File: config.mk
export PLATFORM = sky130hd
export DESIGN_NAME = apb_request_arbiter
export DESIGN_NICKNAME = d
export VERILOG_FILES = /design/src/rtl/apb_request_arbiter.sv
export SDC_FILE = /design/constraint.sdc
export NUM_CORES = 1
export LEC_CHECK = 0
export ABC_AREA = 1
export CORE_ASPECT_RATIO = 0.7
export CORE_MARGIN = 2
export CORE_UTILIZATION = 39
export CTS_BUF_LIST = sky130_fd_sc_hd__clkbuf_4 sky130_fd_sc_hd__clkbuf_8 sky130_fd_sc_hd__clkbuf_16
export CTS_CLUSTER_DIAMETER = 50
export DETAILED_ROUTE_END_ITERATION = 12
export PLACE_DENSITY = 0.82
export RECOVER_POWER = 100
export SLEW_MARGIN = 25
export SYNTH_ARGS = -nofsm -noshare
export SYNTH_HDL_FRONTEND = slang
export SYNTH_SLANG_ARGS = --single-unit
File: constraint.sdc
create_clock -name pclk -period 4.96 [get_ports pclk]
set_clock_uncertainty 0.05 [all_clocks]
set_input_delay 0.992 -clock pclk [delete_from_list [all_inputs] [get_ports pclk]]
set_output_delay 0.992 -clock pclk [all_outputs]
set_load 0.005 [all_outputs]
File: src/rtl/apb_request_arbiter.sv
// Round-robin front end sharing one APB_Master between NO_REQ requesters.
// One transfer in flight; completion returns a one-cycle response pulse to its owner.
module apb_request_arbiter #(
    parameter int NO_REQ         = 4,
    parameter int DATA_WIDTH     = 32,
    parameter int ADDR_WIDTH     = 10,
    parameter int NO_SLAVES      = 2,
    parameter int BYTES_PER_WORD = DATA_WIDTH / 8
) (
    input  logic                             pclk,
    input  logic                             preset,
    input  logic [NO_REQ-1:0]                req_valid,
    output logic [NO_REQ-1:0]                req_ready,
    input  logic [NO_REQ*ADDR_WIDTH-1:0]     req_addr,
    input  logic [NO_REQ*3-1:0]              req_prot,
    input  logic [NO_REQ*NO_SLAVES-1:0]      req_sel,
    input  logic [NO_REQ-1:0]                req_write,
    input  logic [NO_REQ*DATA_WIDTH-1:0]     req_wdata,
    input  logic [NO_REQ*BYTES_PER_WORD-1:0] req_strb,
    output logic [NO_REQ-1:0]                rsp_valid,
    output logic [DATA_WIDTH-1:0]            rsp_rdata,
    output logic                             rsp_err,
    output logic                             master_transfer,
    output logic [ADDR_WIDTH-1:0]            master_address,
    output logic [2:0]                       master_protection,
    output logic [NO_SLAVES-1:0]             master_select,
    output logic                             master_read_write,
    output logic [DATA_WIDTH-1:0]            master_write_data,
    output logic [BYTES_PER_WORD-1:0]        master_strobe,
    input  logic                             slave_data_ready,
    input  logic [DATA_WIDTH-1:0]            slave_read_data,
    input  logic                             slave_error
);

    localparam int PTR_W = (NO_REQ > 1) ? $clog2(NO_REQ) : 1;

    typedef enum logic [1:0] {
        ST_IDLE,
        ST_ISSUE,
        ST_SETUP,
        ST_ACCESS
    } state_e;

    typedef struct packed {
        logic [ADDR_WIDTH-1:0]     addr;
        logic [2:0]                prot;
        logic [NO_SLAVES-1:0]      sel;
        logic                      write;
        logic [DATA_WIDTH-1:0]     wdata;
        logic [BYTES_PER_WORD-1:0] strb;
    } cmd_t;

    state_e                state_q, state_d;
    logic [PTR_W-1:0]      ptr_q, ptr_d;
    cmd_t                  cmd_q, cmd_d;
    logic [NO_REQ-1:0]     rsp_valid_q, rsp_valid_d;
    logic [DATA_WIDTH-1:0] rsp_rdata_q, rsp_rdata_d;
    logic                  rsp_err_q, rsp_err_d;

    logic                  grant_found;
    logic [PTR_W-1:0]      grant_idx;
    logic [PTR_W-1:0]      scan_idx;
    cmd_t                  grant_cmd;

    // Scan ptr+1, ptr+2, ... (mod NO_REQ); the last owner has lowest priority.
    // NOTE: every always_comb output gets a default before any branch so no latch is inferred.
    always_comb begin
        grant_found = 1'b0;
        grant_idx   = '0;
        scan_idx    = '0;
        for (int k = 1; k <= NO_REQ; k++) begin
            scan_idx = PTR_W'((int'(ptr_q) + k) % NO_REQ);
            if (!grant_found && req_valid[scan_idx]) begin
                grant_found = 1'b1;
                grant_idx   = scan_idx;
            end
        end
    end

    always_comb begin
        grant_cmd = '0;
        for (int i = 0; i < NO_REQ; i++) begin
            if (grant_idx == PTR_W'(i)) begin
                grant_cmd.addr  = req_addr[i*ADDR_WIDTH +: ADDR_WIDTH];
                grant_cmd.prot  = req_prot[i*3 +: 3];
                grant_cmd.sel   = req_sel[i*NO_SLAVES +: NO_SLAVES];
                grant_cmd.write = req_write[i];
                grant_cmd.wdata = req_wdata[i*DATA_WIDTH +: DATA_WIDTH];
                grant_cmd.strb  = req_strb[i*BYTES_PER_WORD +: BYTES_PER_WORD];
            end
        end
    end

    always_comb begin
        state_d     = state_q;
        ptr_d       = ptr_q;
        cmd_d       = cmd_q;
        rsp_valid_d = '0;
        rsp_rdata_d = rsp_rdata_q;
        rsp_err_d   = rsp_err_q;
        req_ready   = '0;
        unique case (state_q)
            ST_IDLE: begin
                if (grant_found) begin
                    // Accept pulse is masked while reset is held so outputs read 0 immediately.
                    req_ready[grant_idx] = ~preset;
                    cmd_d                = grant_cmd;
                    ptr_d                = grant_idx;
                    state_d              = ST_ISSUE;
                end
            end
            ST_ISSUE:  state_d = ST_SETUP;
            ST_SETUP:  state_d = ST_ACCESS;
            ST_ACCESS: begin
                if (slave_data_ready) begin
                    rsp_valid_d[ptr_q] = 1'b1;
                    rsp_rdata_d        = slave_read_data;
                    rsp_err_d          = slave_error;
                    state_d            = ST_IDLE;
                end
            end
            default:   state_d = ST_IDLE;
        endcase
    end

    // NOTE: non-blocking assignments so every flop samples pre-edge values.
    always_ff @(posedge pclk or posedge preset) begin
        if (preset) begin
            state_q     <= ST_IDLE;
            ptr_q       <= PTR_W'(NO_REQ - 1);
            cmd_q       <= '0;
            rsp_valid_q <= '0;
            rsp_rdata_q <= '0;
            rsp_err_q   <= 1'b0;
        end else begin
            state_q     <= state_d;
            ptr_q       <= ptr_d;
            cmd_q       <= cmd_d;
            rsp_valid_q <= rsp_valid_d;
            rsp_rdata_q <= rsp_rdata_d;
            rsp_err_q   <= rsp_err_d;
        end
    end

    assign master_transfer   = (state_q == ST_ISSUE);
    assign master_address    = cmd_q.addr;
    assign master_protection = cmd_q.prot;
    assign master_select     = cmd_q.sel;
    assign master_read_write = cmd_q.write;
    assign master_write_data = cmd_q.wdata;
    assign master_strobe     = cmd_q.strb;

    assign rsp_valid = rsp_valid_q;
    assign rsp_rdata = rsp_rdata_q;
    assign rsp_err   = rsp_err_q;

endmodule
==> results.md <==
Floorplan:
- 342 I/O pins were placed.
- The count of standard-cell rows is 37.
- The die boundary height is 107 microns.
- The chip width is 151 microns.
- The initial utilization of the core area, before any placement, comes to 0.401.
- The die covers ~16000 sq um.
- The core box area is 14700 sq um.

Synth:
- The count of cell types in the netlist is 25.
- The biggest area consumer among synthesized cells is sky130_fd_sc_hd__dfrtp_1.
- The mean area per synthesized cell is 6.80 sq um.
- The synthesized netlist net count is ~1100.
- The cell count after synthesis is 867.
- The Yosys step of the flow raised 0 warnings.
- Ranked by total cell area, the synthesized netlist is headed by sky130_fd_sc_hd__dfrtp_1 (39%), sky130_fd_sc_hd__nand2_1 (16%), sky130_fd_sc_hd__nor2_1 (12%).
- The share of the Yosys chip area taken by registers is 0.395.
- The post-synthesis register bit count is 93.
- The synthesized netlist occupies a cell area of 5900 sq um.
- The top-area cell type share of the netlist area is 0.386.

CTS:
- No sink is reached through more buffers than the 2 on the longest clock path.
- The maximum level of the CTS H-tree is 3.
- The TritonCTS clock tree is yes.
- Once the clock tree was built, the setup fixing pass inserted 0 buffers.
- The clock net in this run drives a total of 93 sinks.
- Clock-pin slew was measured on the worst setup and hold paths at 0.07 ns.
- The tree is rooted in a sky130_fd_sc_hd__clkbuf_16.
- The count of instances resized after the clock tree is built is 0.
- The post-cts hold buffer count is 0.
- The total CTS buffers is 9.
- The source-to-sink clock delay at the later pin of the worst-skew pair is 0.33 ns.

STA:
- The shortest clock period the worst path allows after layout is 4.52 ns.
- For the pin with the worst max-slew slack, the measured transition is 2.01 ns.
- The final hold violation count came to 0.
- Setup repair after global routing left no endpoint under its margin.
- The post-route setup TNS is 0 ns.
- The maximum operating frequency is approximately 220 MHz.
- The normalized max-slew margin is -0.342.
- Of the available clock period, the critical path in the final layout requires 0.911.
- The count of endpoints failing setup in the final report is 0.
- The final count of pins violating max slew was between 200 and 250.

Global route:
- The total global routing overflow is 0.
- The initial antenna violation count is 2.
- Entering global routing, the biggest net connects 108 pins.
- The wire length of the first global-routing pass is 32.8 mm.
- The via count of the first global-routing pass is around 6400.
- For this run, the total global-route usage over all layers was measured as 0.259.

Place:
- Routability-driven placement finished with a final weighted congestion of between 0.9 and 1.
- Input and output buffers added on the ports amount to 341.
- The HPWL after detailed placement is 15.8 mm.
- Once placement completed, the tool counted placed cells totaling around 1400.

Final layout:
- The final instance count without filler cells is 1381.
- The synthesis-to-finish area growth is 64.7%.
- Of the cells placed in the final design, the portion with a size suffix greater than 1 is 0.0633.
- In the final design database the tool counted about 1400 nets.
- In the layout the commonest cells are sky130_fd_sc_hd__nand2_1 (253), sky130_fd_sc_hd__clkdlybuf4s50_1 (249), sky130_fd_sc_hd__nor2_1 (189).
- The most common cell after layout, fill and taps aside is sky130_fd_sc_hd__nand2_1.
- At the end of the flow the core is filled with cells to 0.660.

Worst setup path:
- STA classifies the critical path startpoint as a flop.
- The peak per-stage delay on the critical path is ~0.8 ns.
- Traced cell by cell, the critical path runs through inv_2, ha_1, inv_1, nand2_1, nand2_2, nor2_1, a21oi_1, nand3_2, nor3_1, clkdlybuf4s50_1.
- Of all nets on the critical path, the largest fanout is 16.
- Data on the critical path arrives at its endpoint at approximately 3.5 ns.
- The endpoint type of the worst setup path is an output pin.
- The worst setup path is of the flop to output pin kind.
- The cell with the biggest individual delay on the critical path is sky130_fd_sc_hd__dfstp_1.
- At the worst endpoint, the required time is approximately 3.9 ns.

Power and ir drop:
- Dividing total power by cell area gives a power density of between 600 and 700 nW/um^2.
- Summed over all cells, the static leakage comes to 4.79 nW.
- Across the VDD grid, the largest voltage drop is 0.740 mV.

Min path:
- The type of the worst min-delay path is flop to flop.

Route:
- The routed wire length on met2 is 9.99 mm.
- The pre-antenna-repair detailed-routing pass consisted of 5 iterations.
- Dividing the detail-routed wire length by the instance count gives approximately 15 microns.
- After detailed routing, the number of remaining DRC violations is 0.
- In the routed layout, each cell is associated on average with a via count of just under 5.
- The antenna violation net count after detailed routing is 0.
- The detailed router's first-iteration violation count is 343.
- After detailed routing, no signal wire sits above met5.
- Summed over all layers, the routed wires come to 21.1 mm.
- For this block, the via count after detailed routing is 6710.
- The amount of wire on met3 after detailed routing is 2.04 mm.
- In the final routing, the length of wire on met1 measures 8.38 mm.

Flow run:
- The max-cap violation count is 3.

Status:
- The checks that failed: max-capacitance violations, max-slew violations.
- The run finished, with violations left.
[worst paths after layout]
kind                                  start                     to  slack (ns)  depth (start not counted)
max in group asynchronous            preset  master_write_data[21]        1.76                          3
min reg2reg                master_strobe[3]       master_strobe[3]        0.42                          2
max reg2reg                        ptr_q[0]   master_write_data[2]        0.74                         12
max                                ptr_q[0]           req_ready[2]        0.44                         10
min in group asynchronous            preset          rsp_rdata[10]        1.07                          2
min                        master_strobe[3]       master_strobe[3]        0.42                          2
[Yosys cell counts (all sizes together)]
| cell | instances |
|---|---|
| dfstp | 2 |
| a21oi | 6 |
| nand3 | 122 |
| inv | 93 |
| dfrtp | 91 |
| o21ai | 3 |
| o22ai | 1 |
| clkbuf | 11 |
| mux2 | 33 |
| nand4 | 5 |
| nand2 | 260 |
| nor2 | 192 |
| ha | 8 |
| buf | 36 |
| nor3 | 4 |
[logic make-up (layout without fill, tap and decap cells)]
logic type               count (synthesis)  in the layout  share of synthesized area
AND/OR/NAND/NOR                        583            583                      0.410
other                                    0              1                          0
flip-flops                              93             93                      0.395
multiplexers                            33             33                     0.0630
buffers and inverters                  140            458                      0.106
AO/OA/AOI/OAI                           10             10                    0.00870
adder cells (fa/ha/maj)                  8              8                     0.0170
[through the flow]
step           setup WS, ns  hold slack, ns  total power, mW  instance area, sq um
2_1_floorplan         0.383           0.422             4.47                  5900
3_3_place_gp          0.760           0.412             5.97                  9350
3_5_place_dp          0.607           0.414             6.19                  9400
4_1_cts               0.602           0.433             6.96                  9720
5_1_grt               0.246           0.434             7.42                  9710
6_report              0.441           0.421             6.76                  9710
[critical path: cells and delay by family, from the launching register on]
family,cells,cell delay [ns]
AND/OR/NAND/NOR,5,0.92
flip-flops,1,0.80
buffers and inverters,3,0.87
AO/OA/AOI/OAI,1,0.15
adder cells (fa/ha/maj),1,0.40
[sequential cells by signal, indices dropped and copies added (netlist names)]
register	cells
master_write_data	32
rsp_rdata	32
master_address	10
master_strobe	4
rsp_valid	4
master_protection	3
master_select	2
ptr_q	2
state_q	2
master_read_write	1
rsp_err	1
[per-layer routing]
layer	vias to the layer above	track usage
met1	3084	0.305
met5	-	0
met4	2	0.0861
met2	284	0.443
li1	3293	-
met3	47	0.0898
[power breakdown]
| part | internal (mW) | switching [mW] | total (mW) | leakage, nW |
|---|---|---|---|---|
| clock | 0.444 | 0.300 | 0.743 | 0.153 |
| sequential | 1.15 | 0.193 | 1.34 | 1.13 |
| combinational | 1.89 | 2.79 | 4.68 | 3.50 |
[cell type report]
cell class / instances / area, sq um
antenna: 1 / 2.50
tap: 195 / 244
inverter: 93 / 352
timing repair buffer: 350 / 3510
clock inverter: 6 / 93.8
clock buffer: 9 / 225
multi-input combinational: 634 / 2960
sequential: 93 / 2330
fill: 1284 / 5010
Power figures use the tool's default switching activity.
